**config.mk**
```make
export PLATFORM = sky130hd
export DESIGN_NAME = load_store_unit
export DESIGN_NICKNAME = d
export VERILOG_FILES = /design/src/rtl/lsu_pkg.sv /design/src/rtl/lsu_align.sv /design/src/rtl/load_store_unit.sv
export SDC_FILE = /design/constraint.sdc
export NUM_CORES = 1
export LEC_CHECK = 0
export ABC_AREA = 0
export CAP_MARGIN = 20
export CORE_MARGIN = 5
export CORE_UTILIZATION = 30
export DETAILED_ROUTE_END_ITERATION = 8
export PLACE_DENSITY_LB_ADDON = 0.3
export REMOVE_ABC_BUFFERS = 1
export SKIP_CTS_REPAIR_TIMING = 1
export SLEW_MARGIN = 10
export SYNTH_ARGS = -nofsm -noshare
export SYNTH_HDL_FRONTEND = slang
export SYNTH_HIERARCHICAL = 1
export SYNTH_SLANG_ARGS = --single-unit
```
**constraint.sdc**
```tcl
create_clock -name clk -period 8.9 [get_ports clk]
set_input_delay 1.78 -clock clk [delete_from_list [all_inputs] [get_ports clk]]
set_output_delay 1.78 -clock clk [all_outputs]
set_load 0.005 [all_outputs]
```
**src/rtl/lsu_pkg.sv**
```systemverilog
// Shared definitions for the RV32I load/store unit:
// funct3 codes, FSM state encoding and the data-window limit.
package lsu_pkg;

    // Memory address width; the data window is half the address space.
    localparam int unsigned LSU_ADDR_W = 9;

    localparam logic [2:0] F3_B  = 3'b000;
    localparam logic [2:0] F3_H  = 3'b001;
    localparam logic [2:0] F3_W  = 3'b010;
    localparam logic [2:0] F3_BU = 3'b100;
    localparam logic [2:0] F3_HU = 3'b101;

    typedef enum logic [2:0] {
        S_IDLE,
        S_LOAD,
        S_RMW_RD,
        S_WRITE,
        S_RESP
    } lsu_state_e;

    // First byte address outside the data window.
    function automatic logic [31:0] win_limit(input int unsigned addr_w);
        return 32'd1 << (addr_w - 1);
    endfunction

endpackage

```
**src/rtl/lsu_align.sv**
```systemverilog
// Combinational lane logic for the load/store unit.
// Ports: funct3_i/off_i select width and lane, word_i is the memory
// word, sdata_i the store data; load_o is the extended load value,
// store_o the merged store word, misalign_o flags a bad alignment.
module lsu_align
    import lsu_pkg::*;
(
    input  logic [2:0]  funct3_i,
    input  logic [1:0]  off_i,
    input  logic [31:0] word_i,
    input  logic [31:0] sdata_i,
    output logic [31:0] load_o,
    output logic [31:0] store_o,
    output logic        misalign_o
);

    logic [7:0]  byte_v;
    logic [15:0] half_v;

    always_comb begin
        byte_v = word_i[{off_i, 3'b000} +: 8];
        half_v = off_i[1] ? word_i[31:16] : word_i[15:0];
    end

    always_comb begin
        load_o = '0;
        unique case (funct3_i)
            F3_B:    load_o = {{24{byte_v[7]}}, byte_v};
            F3_H:    load_o = {{16{half_v[15]}}, half_v};
            F3_W:    load_o = word_i;
            F3_BU:   load_o = {24'h0, byte_v};
            F3_HU:   load_o = {16'h0, half_v};
            default: load_o = '0;
        endcase
    end

    // Sub-word stores replace only their lane of the word just read.
    always_comb begin
        store_o = word_i;
        unique case (funct3_i)
            F3_B: store_o[{off_i, 3'b000} +: 8] = sdata_i[7:0];
            F3_H: begin
                if (off_i[1]) begin
                    store_o[31:16] = sdata_i[15:0];
                end else begin
                    store_o[15:0] = sdata_i[15:0];
                end
            end
            default: store_o = sdata_i;
        endcase
    end

    // funct3[1:0] gives the access size for loads and stores alike.
    always_comb begin
        misalign_o = 1'b0;
        unique case (funct3_i[1:0])
            2'b01:   misalign_o = off_i[0];
            2'b10:   misalign_o = (off_i != 2'b00);
            default: misalign_o = 1'b0;
        endcase
    end

endmodule

```
**src/rtl/load_store_unit.sv**
```systemverilog
// RV32I load/store sequencer onto a word-only memory port.
// Ports: req_* accept one access at a time (req_ready when idle),
// resp_* give a one-cycle completion pulse with data or error,
// mem_* drive the word memory; sub-word stores use read-modify-write.
module load_store_unit
    import lsu_pkg::*;
#(
    parameter int unsigned ADDR_W = LSU_ADDR_W
) (
    input  logic              clk,
    input  logic              reset,
    input  logic              req_valid,
    output logic              req_ready,
    input  logic              req_we,
    input  logic [2:0]        req_funct3,
    input  logic [31:0]       req_addr,
    input  logic [31:0]       req_wdata,
    output logic              resp_valid,
    output logic [31:0]       resp_rdata,
    output logic              resp_err,
    output logic [ADDR_W-1:0] mem_addr,
    output logic              mem_read,
    output logic              mem_write,
    output logic [31:0]       mem_wdata,
    input  logic [31:0]       mem_rdata
);

    localparam logic [31:0] WinLim = win_limit(ADDR_W);

    lsu_state_e        state_q;
    logic [2:0]        f3_q;
    logic [1:0]        off_q;
    logic [31:0]       wdata_q;
    logic [ADDR_W-1:0] mem_addr_q;
    logic              mem_read_q;
    logic              mem_write_q;
    logic [31:0]       mem_wdata_q;
    logic              resp_valid_q;
    logic              resp_err_q;
    logic [31:0]       rdata_q;

    logic              idle;
    logic [2:0]        al_f3;
    logic [1:0]        al_off;
    logic [31:0]       ld_val;
    logic [31:0]       st_word;
    logic              al_mis;
    logic              f3_bad;
    logic              req_err;

    assign idle = (state_q == S_IDLE);

    // While idle the aligner checks the incoming request; once busy
    // it works on the latched request.
    assign al_f3  = idle ? req_funct3 : f3_q;
    assign al_off = idle ? req_addr[1:0] : off_q;

    lsu_align u_align (
        .funct3_i   (al_f3),
        .off_i      (al_off),
        .word_i     (mem_rdata),
        .sdata_i    (wdata_q),
        .load_o     (ld_val),
        .store_o    (st_word),
        .misalign_o (al_mis)
    );

    always_comb begin
        if (req_we) begin
            f3_bad = !(req_funct3 inside {F3_B, F3_H, F3_W});
        end else begin
            f3_bad = !(req_funct3 inside {F3_B, F3_H, F3_W, F3_BU, F3_HU});
        end
    end

    assign req_err = f3_bad || al_mis || (req_addr >= WinLim);

    always_ff @(posedge clk or posedge reset) begin
        if (reset) begin
            state_q      <= S_IDLE;
            f3_q         <= '0;
            off_q        <= '0;
            wdata_q      <= '0;
            mem_addr_q   <= '0;
            mem_read_q   <= 1'b0;
            mem_write_q  <= 1'b0;
            mem_wdata_q  <= '0;
            resp_valid_q <= 1'b0;
            resp_err_q   <= 1'b0;
            rdata_q      <= '0;
        end else begin
            unique case (state_q)
                S_IDLE: begin
                    if (req_valid) begin
                        f3_q    <= req_funct3;
                        off_q   <= req_addr[1:0];
                        wdata_q <= req_wdata;
                        if (req_err) begin
                            state_q      <= S_RESP;
                            resp_valid_q <= 1'b1;
                            resp_err_q   <= 1'b1;
                        end else begin
                            mem_addr_q <= {req_addr[ADDR_W-1:2], 2'b00};
                            if (!req_we) begin
                                state_q    <= S_LOAD;
                                mem_read_q <= 1'b1;
                            end else if (req_funct3 == F3_W) begin
                                state_q     <= S_WRITE;
                                mem_write_q <= 1'b1;
                                mem_wdata_q <= req_wdata;
                            end else begin
                                state_q    <= S_RMW_RD;
                                mem_read_q <= 1'b1;
                            end
                        end
                    end
                end
                S_LOAD: begin
                    state_q      <= S_RESP;
                    mem_read_q   <= 1'b0;
                    mem_addr_q   <= '0;
                    rdata_q      <= ld_val;
                    resp_valid_q <= 1'b1;
                end
                S_RMW_RD: begin
                    state_q     <= S_WRITE;
                    mem_read_q  <= 1'b0;
                    mem_write_q <= 1'b1;
                    mem_wdata_q <= st_word;
                end
                S_WRITE: begin
                    state_q      <= S_RESP;
                    mem_write_q  <= 1'b0;
                    mem_addr_q   <= '0;
                    mem_wdata_q  <= '0;
                    resp_valid_q <= 1'b1;
                end
                S_RESP: begin
                    state_q      <= S_IDLE;
                    resp_valid_q <= 1'b0;
                    resp_err_q   <= 1'b0;
                    rdata_q      <= '0;
                end
                default: state_q <= S_IDLE;
            endcase
        end
    end

    // Ready is held low during reset and rises as soon as it releases.
    assign req_ready  = idle && !reset;
    assign resp_valid = resp_valid_q;
    assign resp_err   = resp_err_q;
    assign resp_rdata = rdata_q;
    assign mem_addr   = mem_addr_q;
    assign mem_read   = mem_read_q;
    assign mem_write  = mem_write_q;
    assign mem_wdata  = mem_wdata_q;

endmodule

```
==> summary by stage <==
Status
The run finished with clean final reports.

Setup path
The element type at the critical path start is a primary input. The required time at the endpoint of the critical path is 9200 ps. The delay of the slowest critical-path stage is 520 ps. The start-to-end type of the worst setup path is primary input to flop.

Measured in cells, the most critical reg-to-reg path has a length of 13. The signal on the critical path passes through clkdlybuf4s50_1 > mux2_2 > inv_1 > ha_1 > nand2b_1 > a21boi_0 > nor4_1 > nand4_1 > o21ai_2 > buf_4 > and2_1 > buf_8 > a21oi_1. The largest fanout on the critical path is 33.

Following the worst setup path forward leads to its endpoint at mem_wdata[22]. In this run the register-to-register setup slack is 4490 ps. The most critical setup path has its startpoint at req_addr[1]. The reg-to-reg critical path endpoint is mem_wdata[22]. STA puts the critical path data arrival time at 5380 ps. The startpoint of the lowest-slack register-to-register path is state_q[1]. The capturing element type of the critical path is a flop. The worst-path cell with the longest stage delay is mux2_2.

Synth
Of all flip-flops after synthesis, the portion carrying an async set or reset was 100%. Each instance of the synthesized netlist takes up on average 9.18 sq um. The most used flip-flop cell after synthesis is dfrtp_1. Synthesis inferred 115 register bits.

Yosys mapped a number of flops with a built-in enable equal to 0. The number of unique standard cell types used by synthesis is 56. Sequential cells were found to cover 44.1% of the synthesized design area. The number of synthesis warnings is 6.

The post-synthesis instance area is 6530 sq um. Synthesis handed over a netlist of 711 instances.

Timing
For the finished layout, the period the worst path requires is 5080 ps. The highest achievable clock rate is 197 MHz. The transition time at the pin with the least slew margin is 937 ps.

The total count of max-transition violations in the final report is 0. The total count of hold-check failures in the final report was 0. The least setup slack across all paths after layout is 3820 ps. Summed over all failing endpoints, the final setup total negative slack is 0 ps. The final number of setup-violating endpoints is 0.

Between clock sinks in the finished design, the worst skew comes to 9.96 ps. Setup repair after global routing left no endpoint under its margin. After layout, the worst path uses 57.1% of the clock period. The relative max-transition margin is 37.3%.

Power
The worst-case vdd ir drop is 0.000121 V. The proportion of power drawn by the clock network is 39.5%. The analysis attributes to cell leakage a power of 3.88 nW. The switching power of the nets is 0.000483 W. The power share of the sequential group is 37.4%. The switching part of the total power is 29.4%. Of the total power, combinational logic draws 23.1%. Power spread over the standard cell area amounts to 182 nW/um^2. The internal portion of total power is 0.00116 W.

Detailed routing
After detailed routing, the number of vias per cell comes to 5.28. In this run the remaining antenna-violating nets after routing total 0. The wire length reported by the detailed router is 22,700 um. The first detailed-routing pass took 6 iterations. For this run, design rule violations remaining after detail routing come to 0.

The detailed router's first-iteration violation count is 419. The routed via count is 6,090. The routed wire length per instance is 19.6 um.

Layout
Measured on the finished design, the core utilization comes to 41.8%. In the layout the commonest cells are clkdlybuf4s50_1 (178), nand2_1 (141), dfrtp_1 (115). The proportion of layout cells with a drive suffix above 1 is 9.62%. The number of nets in the layout is 971. Across the whole layout, storage elements account for 2880 sq um. The multi-input combinational cells in the finished layout cover a total of 3330 sq um. The filler cell count is 2,147.

The area growth from synthesis to layout is 38.4%. After routing the design area is 9040 sq um. The most common cell after layout, fill and taps aside is clkdlybuf4s50_1.

Placed design
At the end of routability-driven placement, the weighted congestion stood at 0.830. Once detailed placement completed, the half-perimeter wirelength came to 16,100 um. The count of input and output buffers is 178. The worst slack at placement is 3380 ps. The standard cell area after detailed placement is 8450 sq um.

Floorplanning
The die is 158 um wide. The effective utilization at floorplan is 30.2%. The count of pins on the block boundary is 181. The floorplan step defined a die boundary enclosing 24,800 sq um. The die is 158 um tall. The initialized floorplan defines 54 standard-cell rows. The total core area is 21,600 sq um.

GRT
The first global-routing pass estimated 34,500 um of wire. The total congestion overflow after global routing is 0. The overall routing resource usage is 18.0%.

The number of antenna violations at the first check in global routing is 0. The largest net degree at the start of global routing is 71. The via count of the first global-routing pass is 5,851.

Clocking
The clock sink total is 115. The clock tree from TritonCTS is built. The clock-pin slew reported for the worst setup and hold paths after clock tree synthesis is 60 ps. The root buffer cell is clkbuf_16. The later pin in the worst-skew pair is clocked with a latency of 420 ps. Clock tree synthesis inserted a total of 17 buffers. The clock tree synthesis step divided the H-tree into 4 levels. The maximum clock path buffer count is 2.

Hold path
The class of the tightest hold or removal check is flop to flop.

Run
The max-cap violation count is 0.
[metrics by stage]
step | cells | power, W | hold WS (ps)
3_3_place_gp | 1119 | 0.000998 | 450
5_1_grt | 1153 | 0.00172 | 475
2_1_floorplan | 653 | 0.000810 | 439
6_report | 1154 | 0.00165 | 465
3_5_place_dp | 1120 | 0.00100 | 456
4_1_cts | 1152 | 0.00166 | 471
[worst max-delay path, delay by kind of cell]
| kind | cells | cell delay (ps) |
|---|---|---|
| buffers and inverters | 4 | 1370 |
| AOI/OAI and AO/OA | 3 | 340 |
| and+or+nand+nor | 4 | 1080 |
| adders and majority gates | 1 | 240 |
| muxes | 1 | 520 |
[cells in the mapped netlist, drive strengths merged (4+ instances only)]
cell / instances / share of area (%)
clkbuf: 25 / 1.4
nand2: 142 / 8.2
and3: 9 / 0.86
a222oi: 6 / 0.92
and2: 12 / 1.1
nor2b: 10 / 0.96
nor4: 7 / 0.90
a22oi: 6 / 0.69
a22o: 40 / 5.4
nand3: 34 / 2.6
o21ai: 14 / 1.1
ha: 8 / 1.5
a21bo: 6 / 0.92
inv: 9 / 0.52
a21oi: 102 / 7.8
buf: 34 / 3.3
a221o: 25 / 3.8
dfrtp: 115 / 44
mux2: 21 / 3.6
nor2: 9 / 0.52
nand2b: 8 / 0.77
nor3b: 34 / 4.0
nor3: 4 / 0.56
mux2i: 4 / 0.61
[registers in the layout, summed over array words and instances, names as in the netlist]
| name | flops |
|---|---|
| wdata_q | 32 |
| mem_write | 1 |
| resp_err | 1 |
| mem_read | 1 |
| state_q | 3 |
| resp_valid | 1 |
| f3_q | 3 |
| mem_wdata | 32 |
| off_q | 2 |
| mem_addr | 7 |
| resp_rdata | 32 |
[per-layer routing]
metal | vias up | part of all wire [%] | global-route usage, %
li1 | 2896 | - | -
met1 | 2985 | 45 | 24.8
met2 | 185 | 47 | 27.8
met3 | 24 | 6.2 | 4.26
met4 | 0 | 1.8 | 6.19
met5 | - | 0 | 0
[kinds of logic (layout without fill, tap and decap cells)]
family	Yosys count	count (layout)	share of synthesized area, %
flip-flops	115	115	44.1
adder cells (fa/ha/maj)	8	8	1.53
AND/OR/NAND/NOR	275	275	21.2
AO/OA/AOI/OAI	218	218	23.5
multiplexers	25	25	4.23
buffers and inverters	68	229	5.21
XOR/XNOR	1	1	0.134
other	1	3	0.0574
[worst min-delay path by stage]
stage,slack (ps),startpoint,depth (start not counted),to
after CTS,470,wdata_q[21],2,wdata_q[21]
after floorplan,440,wdata_q[16],2,wdata_q[16]
after global placement,450,wdata_q[20],2,wdata_q[20]
after global routing,480,wdata_q[21],2,wdata_q[21]
final,460,wdata_q[21],2,wdata_q[21]
after detailed placement,460,wdata_q[21],2,wdata_q[21]
[power groups by stage]
stage          registers (W)  clock network, W  logic, W
5_1_grt             0.000622          0.000687  0.000414
3_3_place_gp        0.000623                 0  0.000375
2_1_floorplan       0.000615                 0  0.000196
3_5_place_dp        0.000622                 0  0.000379
4_1_cts             0.000616          0.000663  0.000379
6_report            0.000616          0.000651  0.000380
[layout make-up]
cell class	instances	area share, %
tap	280	3.88
inverter	9	0.401
multi-input combinational	529	36.8
timing repair buffer	188	20.9
clock inverter	14	1.43
antenna	1	0.0277
sequential	115	31.8
clock buffer	18	4.75
Note: power is estimated with default switching activity, not from simulation.
